`src/rtl/cpu_dbus_arbiter_pkg.sv`:
```
// Shared types for the CPU data-bus arbiter: FSM state and pointer sizing.
// Latency: n/a (declarations only).
// Backpressure: n/a.
package dbus_arb_pkg;

    typedef enum logic {
        IDLE = 1'b0,
        BUSY = 1'b1
    } dbus_arb_state_t;

    // A one-master index still needs one bit to stay a legal vector.
    localparam int MIN_PTR_W = 1;

    function automatic int ptr_width(input int n);
        return (n > 1) ? $clog2(n) : MIN_PTR_W;
    endfunction

endpackage

```
`src/rtl/cpu_dbus_arbiter_if.sv`:
```
// CPU data-bus bundle for N requesters (N=1 for the single slave-side port).
// Latency: n/a (wires only).
// Backpressure: stall / uncached_stall per requester, rddata broadcast.
interface cpu_dbus_arbiter_if #(
    parameter int N_MASTERS  = 2,
    parameter int ADDR_WIDTH = 32,
    parameter int DATA_WIDTH = 64
);
    logic [N_MASTERS-1:0]                   read;
    logic [N_MASTERS-1:0]                   write;
    logic [N_MASTERS-1:0]                   uncached_read;
    logic [N_MASTERS-1:0]                   uncached_write;
    logic [N_MASTERS-1:0]                   icache_inv;
    logic [N_MASTERS-1:0]                   dcache_inv;
    logic [N_MASTERS-1:0][ADDR_WIDTH-1:0]   address;
    logic [N_MASTERS-1:0][DATA_WIDTH-1:0]   wrdata;
    logic [N_MASTERS-1:0][DATA_WIDTH/8-1:0] byteenable;
    logic [N_MASTERS-1:0]                   stall;
    logic [N_MASTERS-1:0]                   uncached_stall;
    logic [DATA_WIDTH-1:0]                  rddata;
    logic [DATA_WIDTH-1:0]                  uncached_rddata;

    // Requester side: issues strobes, receives stalls and read data.
    modport master (
        output read, write, uncached_read, uncached_write, icache_inv, dcache_inv,
        output address, wrdata, byteenable,
        input  stall, uncached_stall, rddata, uncached_rddata
    );

    // Responder side: receives strobes, returns stalls and read data.
    modport slave (
        input  read, write, uncached_read, uncached_write, icache_inv, dcache_inv,
        input  address, wrdata, byteenable,
        output stall, uncached_stall, rddata, uncached_rddata
    );
endinterface

```
`src/rtl/cpu_dbus_arbiter_rr_picker.sv`:
```
// Picks the first requester at or after ptr, wrapping (or lowest index with DBUS_ARB_FIXED_PRIO_EN).
// Latency: purely combinational.
// Backpressure: none; valid is low when nobody requests.
module rr_picker
    import dbus_arb_pkg::*;
#(
    parameter  int N  = 2,
    localparam int PW = ptr_width(N)
) (
    input  logic [N-1:0]  req,
    input  logic [PW-1:0] ptr,
    output logic          valid,
    output logic [PW-1:0] idx
);

`ifdef DBUS_ARB_FIXED_PRIO_EN
    // Pointer has no say in fixed priority.
    wire unused_ptr = ^ptr;

    // Lowest requesting index wins; scanning downward lets it overwrite last.
    always_comb begin
        valid = 1'b0;
        idx   = '0;
        for (int k = N - 1; k >= 0; k--) begin
            if (req[PW'(k)]) begin
                valid = 1'b1;
                idx   = PW'(k);
            end
        end
    end
`else
    // Scan offsets from far to near so the nearest requester after ptr wins.
    always_comb begin
        logic [PW-1:0] cand;
        valid = 1'b0;
        idx   = '0;
        cand  = '0;
        for (int k = N - 1; k >= 0; k--) begin
            cand = PW'((int'(ptr) + k) % N);
            if (req[cand]) begin
                valid = 1'b1;
                idx   = cand;
            end
        end
    end
`endif

endmodule

```
`src/rtl/cpu_dbus_arbiter.sv`:
```
// Round-robin N:1 arbiter merging CPU data-bus masters onto one D$/uncached port; grant locked until completion. Option: DBUS_ARB_FIXED_PRIO_EN.
// Latency: grant registered (request in IDLE forwarded next cycle); back-to-back handover without bubble; rddata combinational.
// Backpressure: owner sees slave stalls, every other requester is stalled by its own strobes.
module cpu_dbus_arbiter
    import dbus_arb_pkg::*;
#(
    parameter int N_MASTERS  = 2,
    parameter int ADDR_WIDTH = 32,
    parameter int DATA_WIDTH = 64
) (
    input  logic               clk,
    input  logic               rst_n,
    cpu_dbus_arbiter_if.slave  m,
    cpu_dbus_arbiter_if.master s
);

    localparam int PW = ptr_width(N_MASTERS);

    dbus_arb_state_t        state, state_nxt;
    logic [PW-1:0]          owner, owner_nxt;
    logic [PW-1:0]          ptr, ptr_nxt;
    logic [PW-1:0]          owner_inc, pick_ptr, pick_idx;
    logic                   pick_vld;
    logic                   busy, own_cached, own_unc, own_release;
    logic [N_MASTERS-1:0]   cached_req, unc_req, req;
    logic [ADDR_WIDTH-1:0]  own_address;
    logic [DATA_WIDTH-1:0]  own_wrdata;
    logic [DATA_WIDTH/8-1:0] own_byteenable;

    assign cached_req = m.read | m.write | m.icache_inv | m.dcache_inv;
    assign unc_req    = m.uncached_read | m.uncached_write;
    assign req        = cached_req | unc_req;
    assign busy       = (state == BUSY);

    // Owner is done once every path it uses is unstalled; an owner with no
    // strobes left (flush) satisfies this trivially and is released too.
    assign own_cached  = cached_req[owner];
    assign own_unc     = unc_req[owner];
    assign own_release = (!own_cached || !s.stall[0]) && (!own_unc || !s.uncached_stall[0]);

    assign owner_inc = (owner == PW'(N_MASTERS - 1)) ? '0 : owner + PW'(1);
    // While busy the search already starts past the owner, so the handover
    // decision uses the pointer value being committed this cycle.
    assign pick_ptr  = busy ? owner_inc : ptr;

    rr_picker #(.N(N_MASTERS)) u_picker (
        .req   (req),
        .ptr   (pick_ptr),
        .valid (pick_vld),
        .idx   (pick_idx)
    );

    // State, owner and pointer registers.
    always_ff @(posedge clk or negedge rst_n) begin
        if (!rst_n) begin
            state <= IDLE;
            owner <= '0;
            ptr   <= '0;
        end else begin
            state <= state_nxt;
            owner <= owner_nxt;
            ptr   <= ptr_nxt;
        end
    end

    // Grant on request from IDLE; on release advance pointer and hand over or go idle.
    always_comb begin
        state_nxt = state;
        owner_nxt = owner;
        ptr_nxt   = ptr;
        case (state)
            IDLE: begin
                if (pick_vld) begin
                    state_nxt = BUSY;
                    owner_nxt = pick_idx;
                end
            end
            BUSY: begin
                if (own_release) begin
                    ptr_nxt = owner_inc;
                    if (pick_vld) begin
                        owner_nxt = pick_idx;
                    end else begin
                        state_nxt = IDLE;
                    end
                end
            end
            default: state_nxt = IDLE;
        endcase
    end

    assign own_address    = m.address[owner];
    assign own_wrdata     = m.wrdata[owner];
    assign own_byteenable = m.byteenable[owner];

    // Slave side mirrors the owner; everything is zero when idle or in reset.
    assign s.read[0]           = busy & m.read[owner];
    assign s.write[0]          = busy & m.write[owner];
    assign s.uncached_read[0]  = busy & m.uncached_read[owner];
    assign s.uncached_write[0] = busy & m.uncached_write[owner];
    assign s.icache_inv[0]     = busy & m.icache_inv[owner];
    assign s.dcache_inv[0]     = busy & m.dcache_inv[owner];
    assign s.address[0]        = busy ? own_address    : '0;
    assign s.wrdata[0]         = busy ? own_wrdata     : '0;
    assign s.byteenable[0]     = busy ? own_byteenable : '0;

    assign m.rddata          = s.rddata;
    assign m.uncached_rddata = s.uncached_rddata;

    // Non-owners are held by their own strobes; the owner sees the slave stalls.
    always_comb begin
        m.stall          = cached_req;
        m.uncached_stall = unc_req;
        if (busy) begin
            m.stall[owner]          = s.stall[0];
            m.uncached_stall[owner] = s.uncached_stall[0];
        end
    end

endmodule

```
`src/flat_wrapper.sv`:
```
// flat-port wrapper written by rule: the top's interface ports become plain ports
module cpu_dbus_arbiter_flat import dbus_arb_pkg::*;
#(
    parameter int N_MASTERS  = 2,
    parameter int ADDR_WIDTH = 32,
    parameter int DATA_WIDTH = 64
)
  (clk, rst_n, m_read, m_write, m_uncached_read, m_uncached_write, m_icache_inv, m_dcache_inv, m_address, m_wrdata, m_byteenable, m_stall, m_uncached_stall, m_rddata, m_uncached_rddata, s_read, s_write, s_uncached_read, s_uncached_write, s_icache_inv, s_dcache_inv, s_address, s_wrdata, s_byteenable, s_stall, s_uncached_stall, s_rddata, s_uncached_rddata);
  cpu_dbus_arbiter_if #(.N_MASTERS(N_MASTERS), .ADDR_WIDTH(ADDR_WIDTH), .DATA_WIDTH(DATA_WIDTH)) m_i ();
  cpu_dbus_arbiter_if #(.N_MASTERS(N_MASTERS), .ADDR_WIDTH(ADDR_WIDTH), .DATA_WIDTH(DATA_WIDTH)) s_i ();
  input  logic clk;
  input  logic rst_n;
  input wire logic [$bits(m_i.read)-1:0] m_read;
  input wire logic [$bits(m_i.write)-1:0] m_write;
  input wire logic [$bits(m_i.uncached_read)-1:0] m_uncached_read;
  input wire logic [$bits(m_i.uncached_write)-1:0] m_uncached_write;
  input wire logic [$bits(m_i.icache_inv)-1:0] m_icache_inv;
  input wire logic [$bits(m_i.dcache_inv)-1:0] m_dcache_inv;
  input wire logic [$bits(m_i.address)-1:0] m_address;
  input wire logic [$bits(m_i.wrdata)-1:0] m_wrdata;
  input wire logic [$bits(m_i.byteenable)-1:0] m_byteenable;
  output wire logic [$bits(m_i.stall)-1:0] m_stall;
  output wire logic [$bits(m_i.uncached_stall)-1:0] m_uncached_stall;
  output wire logic [$bits(m_i.rddata)-1:0] m_rddata;
  output wire logic [$bits(m_i.uncached_rddata)-1:0] m_uncached_rddata;
  output wire logic [$bits(s_i.read)-1:0] s_read;
  output wire logic [$bits(s_i.write)-1:0] s_write;
  output wire logic [$bits(s_i.uncached_read)-1:0] s_uncached_read;
  output wire logic [$bits(s_i.uncached_write)-1:0] s_uncached_write;
  output wire logic [$bits(s_i.icache_inv)-1:0] s_icache_inv;
  output wire logic [$bits(s_i.dcache_inv)-1:0] s_dcache_inv;
  output wire logic [$bits(s_i.address)-1:0] s_address;
  output wire logic [$bits(s_i.wrdata)-1:0] s_wrdata;
  output wire logic [$bits(s_i.byteenable)-1:0] s_byteenable;
  input wire logic [$bits(s_i.stall)-1:0] s_stall;
  input wire logic [$bits(s_i.uncached_stall)-1:0] s_uncached_stall;
  input wire logic [$bits(s_i.rddata)-1:0] s_rddata;
  input wire logic [$bits(s_i.uncached_rddata)-1:0] s_uncached_rddata;
  assign m_i.read = m_read;
  assign m_i.write = m_write;
  assign m_i.uncached_read = m_uncached_read;
  assign m_i.uncached_write = m_uncached_write;
  assign m_i.icache_inv = m_icache_inv;
  assign m_i.dcache_inv = m_dcache_inv;
  assign m_i.address = m_address;
  assign m_i.wrdata = m_wrdata;
  assign m_i.byteenable = m_byteenable;
  assign m_stall = m_i.stall;
  assign m_uncached_stall = m_i.uncached_stall;
  assign m_rddata = m_i.rddata;
  assign m_uncached_rddata = m_i.uncached_rddata;
  assign s_read = s_i.read;
  assign s_write = s_i.write;
  assign s_uncached_read = s_i.uncached_read;
  assign s_uncached_write = s_i.uncached_write;
  assign s_icache_inv = s_i.icache_inv;
  assign s_dcache_inv = s_i.dcache_inv;
  assign s_address = s_i.address;
  assign s_wrdata = s_i.wrdata;
  assign s_byteenable = s_i.byteenable;
  assign s_i.stall = s_stall;
  assign s_i.uncached_stall = s_uncached_stall;
  assign s_i.rddata = s_rddata;
  assign s_i.uncached_rddata = s_uncached_rddata;
  cpu_dbus_arbiter #(.N_MASTERS(N_MASTERS), .ADDR_WIDTH(ADDR_WIDTH), .DATA_WIDTH(DATA_WIDTH)) u_core (.clk(clk), .rst_n(rst_n), .m(m_i), .s(s_i));
endmodule
```
`config.mk`:
```
export PLATFORM = sky130hd
export DESIGN_NAME = cpu_dbus_arbiter_flat
export DESIGN_NICKNAME = d
export VERILOG_FILES = /design/src/rtl/cpu_dbus_arbiter_pkg.sv /design/src/rtl/cpu_dbus_arbiter_if.sv /design/src/rtl/cpu_dbus_arbiter_rr_picker.sv /design/src/rtl/cpu_dbus_arbiter.sv /design/src/flat_wrapper.sv
export SDC_FILE = /design/constraint.sdc
export NUM_CORES = 1
export LEC_CHECK = 0
export CAP_MARGIN = 10
export CORE_AREA = 2 2 273 275
export CTS_BUF_LIST = sky130_fd_sc_hd__clkbuf_8 sky130_fd_sc_hd__clkbuf_16
export DETAILED_ROUTE_END_ITERATION = 8
export DIE_AREA = 0 0 275 277
export PLACE_DENSITY_LB_ADDON = 0.1
export SYNTH_ARGS = -nofsm -noshare
export SYNTH_HDL_FRONTEND = slang
export SYNTH_HIERARCHICAL = 1
export SYNTH_SLANG_ARGS = --single-unit
```
`constraint.sdc`:
```
create_clock -name clk -period 2.3 [get_ports clk]
set_input_delay 0.46 -clock clk [delete_from_list [all_inputs] [get_ports clk]]
set_output_delay 0.46 -clock clk [all_outputs]
set_load 0.01 [all_outputs]
```
==> results of run 1 <==
routing by layer:
| layer | GRT usage, % | share of wire (%) | up-vias |
|---|---|---|---|
| met3 | 2.84 | 15 | 76 |
| met1 | 4.05 | 31 | 1647 |
| met2 | 8.80 | 49 | 342 |
| met5 | 0 | 0.048 | - |
| li1 | - | - | 1806 |
| met4 | 3.33 | 6.0 | 2 |
flip-flops by register name, indices dropped and copies added, names as in the netlist:
signal and count:
u_core/busy 1, u_core/owner 1, u_core/ptr 1
layout by cell type, fill, tap and decap left out, drive strengths merged:
master and count:
a211oi 1, o21ai 3, nor4 2, nor3b 1, nand2b 2, a21boi 1
dlymetal6s2s 41, inv 5, nand2 6, dfrtp 3, clkbuf 4, nand3b 1
mux2i 111, buf 44, a311o 1, clkdlybuf4s50 235, o22ai 1, a21oi 4
conb 110, or2 1, diode 1, dlygate4sd2 61, nor2 6, a31o 1
nor3 2, nor2b 110
repair_timing:
item	4_1_cts	5_1_grt
pin swaps	2	2
gates cloned	0	1
buffers inserted	2	2
setup endpoints to repair	86	43
gates resized for setup	61	43
hold buffers	0	0
worst paths after layout:
path	to	slack, ns	cells past startpoint
max	s_address[25]	-0.11	5
min	u_core/busy$_DFF_PN0_	0.43	1
max reg2reg	u_core/owner$_DFFE_PN0P_	0.37	11
min reg2reg	u_core/ptr$_DFFE_PN0P_	0.55	2
max in group asynchronous	u_core/owner$_DFFE_PN0P_	1.70	1
min in group clk	u_core/ptr$_DFFE_PN0P_	0.55	2
kinds of logic after synthesis:
group	after synthesis	share of synthesized area, %
AOI/OAI and AO/OA	12	2.29
and+or+nand+nor	131	20.4
muxes	111	27.2
DFF	3	1.84
buffers and inverters	268	48.2
other	1	0.0917
final cells by class:
| cell class | instances | area [um^2] |
|---|---|---|
| fill | 8578 | 65900 |
| timing repair buffer | 382 | 3850 |
| multi-input combinational | 364 | 2450 |
| tap | 969 | 1210 |
| sequential | 3 | 82.6 |
| clock buffer | 3 | 75.1 |
| inverter | 4 | 15.0 |
| clock inverter | 1 | 3.75 |
| antenna | 1 | 2.50 |
power by group through the flow:
stage	Combinational, mW	Clock, mW	Sequential (mW)
2_1_floorplan	2.49	0	0.0769
3_3_place_gp	4.56	0	0.0953
3_5_place_dp	4.49	0	0.0967
4_1_cts	4.27	0.275	0.0961
5_1_grt	4.47	0.284	0.102
6_report	4.09	0.270	0.0987
stage by stage:
step	hold slack [ns]	util, %	cells
after global routing	0.441	10.5	1726
after detailed placement	0.548	10.2	1717
final	0.428	10.5	1727
after floorplan	0.164	-	635
after CTS	0.437	10.3	1723
after global placement	0.540	10.2	1717
==> flow_metrics.py, run 1 <==
metrics = {
    "cts": {
        "numCtsBuffers": 3,
        "insertion_delay_ns": 0.22,
        "path_clk_slew_ns": 0.03,
        "cts_sinks": 3,
        "cts_max_level": 1,
        "cts_tree": "done",
        "clock_path_buffers": 2,
        "root_buffer": "clkbuf_16",
    },
    "die": {
        "core_um2": 73600,
        "io_pins": 706,
        "die_w_um": 275,
        "start_util_pct": 5.56,
        "die_h_um": 277,
        "dieArea_um2": 76200,
        "rows": 100,
    },
    "global_route": {
        "grt_start_max_net_pins": 52,
        "grt_first_pass_wirelength_um": 26800,
        "track_usage_pct": 4.93,
        "antenna_found_initial": 2,
        "overflow": 0,
        "first_global_vias": 4053,
    },
    "route": {
        "wl_per_cell_um": 12.0,
        "viasPerCell": 2.24,
        "wl_um": 20700,
        "dr.pass1.iters": 4,
        "drtIter0Drc": 42,
        "ant_nets": 0,
        "vias": 3873,
        "drc": 0,
    },
    "yosys": {
        "ys_ff_latch": 3,
        "ys_async_sr_fraction_pct": 100,
        "ys.warnings.count": 226,
        "avgSynthCellArea_um2": 7.77,
        "synth_most_common_cell": "buf_4",
        "synth_cell_types": 28,
        "synth_area_um2": 4090,
        "synth_ff_type": "dfrtp_1",
        "synth_seq_area_share_pct": 1.84,
        "netlist.area_leader.share_pct": 44.4,
        "synth-edff-count": 0,
        "synth_common_cells": "buf_4 (242), mux2i_1 (111), nor2b_1 (110)",
        "synth_cells": 526,
        "synth_area_leaders": "buf_4 (44%), mux2i_1 (27%), nor2b_1 (17%), buf_6 (1.9%), dfrtp_1 (1.8%)",
        "synth_top_cell_by_area": "buf_4",
    },
    "power_and_ir_drop": {
        "clockPowerShare_pct": 6.1,
        "p_sw_mw": 1.92,
        "sequentialPowerShare_pct": 2.2,
        "power_mw": 4.46,
        "p_int_mw": 2.54,
        "vdd_drop_max_mv": 0.342,
        "leakage_nw": 3.41,
        "p_per_area_nw_per_um2": 579,
        "swShare_pct": 43.1,
        "combPwrFrac_pct": 91.7,
    },
    "setup_path": {
        "critPathTopFamily": "buffers and inverters",
        "cp_max_fo": 27,
        "startpoint": "u_core/owner$_DFFE_PN0P_",
        "path_buf_inv": 3,
        "worst_setup_path_end_kind": "output port",
        "crit_type": "register to output port",
        "path_cells": "buf_12 > buf_4 > mux2i_1 > nor2b_1 > clkdlybuf4s50_1",
        "cp-start-kind": "register",
        "cp_slowest_cell": "clkdlybuf4s50_1",
        "critPathMaxStageDelay_ns": 0.55,
        "r2r-start": "u_core/owner$_DFFE_PN0P_",
        "worstPathRequired_ns": 1.84,
        "cp.arrival_ns": 1.95,
    },
    "layout": {
        "fin_area_um2": 7700,
        "area_growth_pct": 88.2,
        "nNetsFinal": 1112,
        "drive_gt1_share_pct": 7.93,
    },
    "placed_design": {
        "gp_congestion": 0.646,
        "place_ws_ns": -0.212,
        "postPlaceCellArea_um2": 7520,
        "place.port_buffers": 337,
        "dp_hpwl_um": 17600,
    },
    "sta": {
        "slew_violations": 0,
        "finalCriticalPeriod_ns": 2.41,
        "clock_skew_ns": 0.0000289,
        "timing.fmax_mhz": 415,
        "finalCritPeriodShare_pct": 105,
        "rsz0062_at_grt": "yes",
        "finalHoldViolCount": 0,
        "setup_viol": 13,
        "setup_ws_ns": -0.110,
        "setup_tns_ns": -0.771,
    },
    "outcome": {
        "status": "complete, but fails checks",
        "violations": "setup timing",
    },
    "flow_run": {
        "drv_cap": 0,
    },
    "hold_path": {
        "hold_class": "primary input to asynchronous set/reset pin",
    },
}
Power figures use the tool's default switching activity.
==> run 2: changes to the inputs <==
--- a/config.mk
+++ b/config.mk
@@ -10,6 +10,7 @@
 export CTS_BUF_LIST = sky130_fd_sc_hd__clkbuf_8 sky130_fd_sc_hd__clkbuf_16
 export DETAILED_ROUTE_END_ITERATION = 8
 export DIE_AREA = 0 0 275 277
+export MAX_ROUTING_LAYER = met4
 export PLACE_DENSITY_LB_ADDON = 0.1
 export SYNTH_ARGS = -nofsm -noshare
 export SYNTH_HDL_FRONTEND = slang
==> run 2 against run 1 <==
  * The run still ends with setup timing left
  * Register-to-register slack worse by 0.14 ns
  * Wire length rose by 3.9%
  * Cell area decreased by 0.11%
  * Critical path type unchanged
  * Highest routed layer is now met4
==> flow_metrics.py, run 2 (synthesis gave the netlist of run 1 again) <==
metrics = {
    "outcome": {
        "status": "complete, but fails checks",
        "violations": "setup timing",
    },
    "cts": {
        "numCtsBuffers": 3,
        "holdBufCountCts": 0,
        "root_buffer": "clkbuf_16",
        "insertion_delay_ns": 0.22,
        "cts_sinks": 3,
        "path_clk_slew_ns": 0.03,
        "cts_tree": "done",
        "cts_max_level": 1,
        "clock_path_buffers": 2,
    },
    "layout": {
        "area_growth_pct": 88.0,
        "multi_input_area_um2": 2450,
        "nNetsFinal": 1116,
        "fillCellCount": 8571,
        "drive_gt1_share_pct": 12.1,
        "most-common-layout-cells": "clkdlybuf4s50_1 (230), mux2i_1 (111), nor2b_1 (110), conb_1 (110), dlymetal6s2s_1 (46)",
        "mostFrequentLayoutCell": "clkdlybuf4s50_1",
        "fin_cells": 1731,
        "regArea_um2": 82.6,
    },
    "setup_path": {
        "cp_max_fo": 13,
        "path_cells": "buf_4 > clkbuf_16 > buf_6 > mux2i_1 > nor2b_1 > dlygate4sd2_1",
        "worst_setup_path_end_kind": "output port",
        "crit_type": "register to output port",
        "cp.arrival_ns": 1.85,
        "worstPathRequired_ns": 1.84,
        "cp-start-kind": "register",
        "cp_slowest_cell": "dfrtp_4",
        "critPathMaxStageDelay_ns": 0.51,
    },
    "route": {
        "dr.pass1.iters": 4,
        "wl_um": 21500,
        "viasPerCell": 2.25,
        "drtIter0Drc": 29,
        "ant_nets": 0,
        "drc": 0,
        "vias": 3895,
        "wl_per_cell_um": 12.4,
    },
    "power_and_ir_drop": {
        "clockPowerShare_pct": 5.8,
        "power_mw": 4.64,
        "swShare_pct": 43.6,
        "p_sw_mw": 2.03,
        "p_int_mw": 2.62,
        "sequentialPowerShare_pct": 2.3,
        "p_per_area_nw_per_um2": 604,
        "combPwrFrac_pct": 91.9,
        "leakage_nw": 3.45,
        "vdd_drop_max_mv": 0.327,
    },
    "global_route": {
        "grt_first_pass_wirelength_um": 26700,
        "track_usage_pct": 5.07,
        "grt_start_max_net_pins": 52,
        "overflow": 0,
        "first_global_vias": 4084,
        "antenna_found_initial": 2,
    },
    "die": {
        "start_util_pct": 5.56,
        "io_pins": 706,
        "die_h_um": 277,
        "die_w_um": 275,
        "dieArea_um2": 76200,
        "rows": 100,
        "core_um2": 73600,
    },
    "sta": {
        "setup_viol": 2,
        "timing.fmax_mhz": 433,
        "finalCriticalPeriod_ns": 2.31,
        "setup_ws_ns": -0.00935,
        "hold_ws_ns": 0.428,
        "rsz0062_at_grt": "yes",
        "clock_skew_ns": 0.000144,
        "finalHoldViolCount": 0,
        "finalCritPeriodShare_pct": 100,
        "slew_violations": 0,
    },
    "hold_path": {
        "hold_class": "primary input to asynchronous set/reset pin",
    },
    "placed_design": {
        "place.port_buffers": 337,
        "dp_hpwl_um": 17600,
        "place_ws_ns": -0.212,
        "gp_congestion": 0.651,
        "dp_cells": 1717,
    },
    "flow_run": {
        "drv_cap": 0,
    },
}
==> run 2: worst max-delay path, delay by kind of cell (launching register included) <==
family | cells | cell delay (ns)
flops | 1 | 0.51
simple gates | 1 | 0.08
buf+inv | 4 | 0.83
mux | 1 | 0.21
==> run 2: metal layers <==
layer / vias to the layer above / part of all wire, % / routed length (um) / track usage [%]
met2: 340 / 49 / 10600 / 8.82
met1: 1662 / 31 / 6630 / 4.07
li1: 1815 / - / - / -
met4: 0 / 5.8 / 1240 / 3.33
met5: - / 0 / 0 / -
met3: 78 / 14 / 3050 / 2.76
==> run 2: timing repair <==
action | CTS | global route
resized for setup | 61 | 112
setup buffers | 2 | 4
gates cloned | 0 | 3
pin swaps | 2 | 2
endpoints found under the setup margin | 86 | 44
==> run 2: area by class of cell <==
| cell class | count | share of cell area, % |
|---|---|---|
| Sequential cell | 3 | 1.07 |
| Multi-Input combinational cell | 364 | 31.9 |
| Clock inverter | 1 | 0.0488 |
| Inverter | 4 | 0.195 |
| Clock buffer | 3 | 0.977 |
| Tap cell | 969 | 15.8 |
| Timing Repair Buffer | 386 | 50.0 |
| Antenna cell | 1 | 0.0326 |
==> run 2: power groups by stage <==
stage / sequential [mW] / clock, mW / combinational, mW
after global placement: 0.0953 / 0 / 4.56
final: 0.106 / 0.271 / 4.26
after global routing: 0.111 / 0.284 / 4.67
after CTS: 0.0961 / 0.275 / 4.27
after detailed placement: 0.0967 / 0 / 4.49
after floorplan: 0.0769 / 0 / 2.49
==> run 2: through the flow <==
stage                     setup TNS [ns]  cell area (um^2)  utilization [%]
after floorplan                        0              4500                -
after global placement            -0.862              7520             10.2
after detailed placement          -0.821              7520             10.2
after CTS                          -2.55              7540             10.3
final                           -0.00999              7690             10.4
after global routing              -0.172              7690             10.4
==> run 2: final timing paths <==
path                                               start                       end  slack (ns)  depth (start not counted)
min in group clk                  u_core/ptr$_DFFE_PN0P_    u_core/ptr$_DFFE_PN0P_        0.55                          2
worst min-delay path                               rst_n     u_core/busy$_DFF_PN0_        0.43                          1
worst max-delay path            u_core/owner$_DFFE_PN0P_              s_wrdata[59]      -0.009                          6
max in group asynchronous                          rst_n  u_core/owner$_DFFE_PN0P_        1.70                          1
worst min register to register    u_core/ptr$_DFFE_PN0P_    u_core/ptr$_DFFE_PN0P_        0.55                          2
worst max register to register  u_core/owner$_DFFE_PN0P_  u_core/owner$_DFFE_PN0P_        0.23                          7
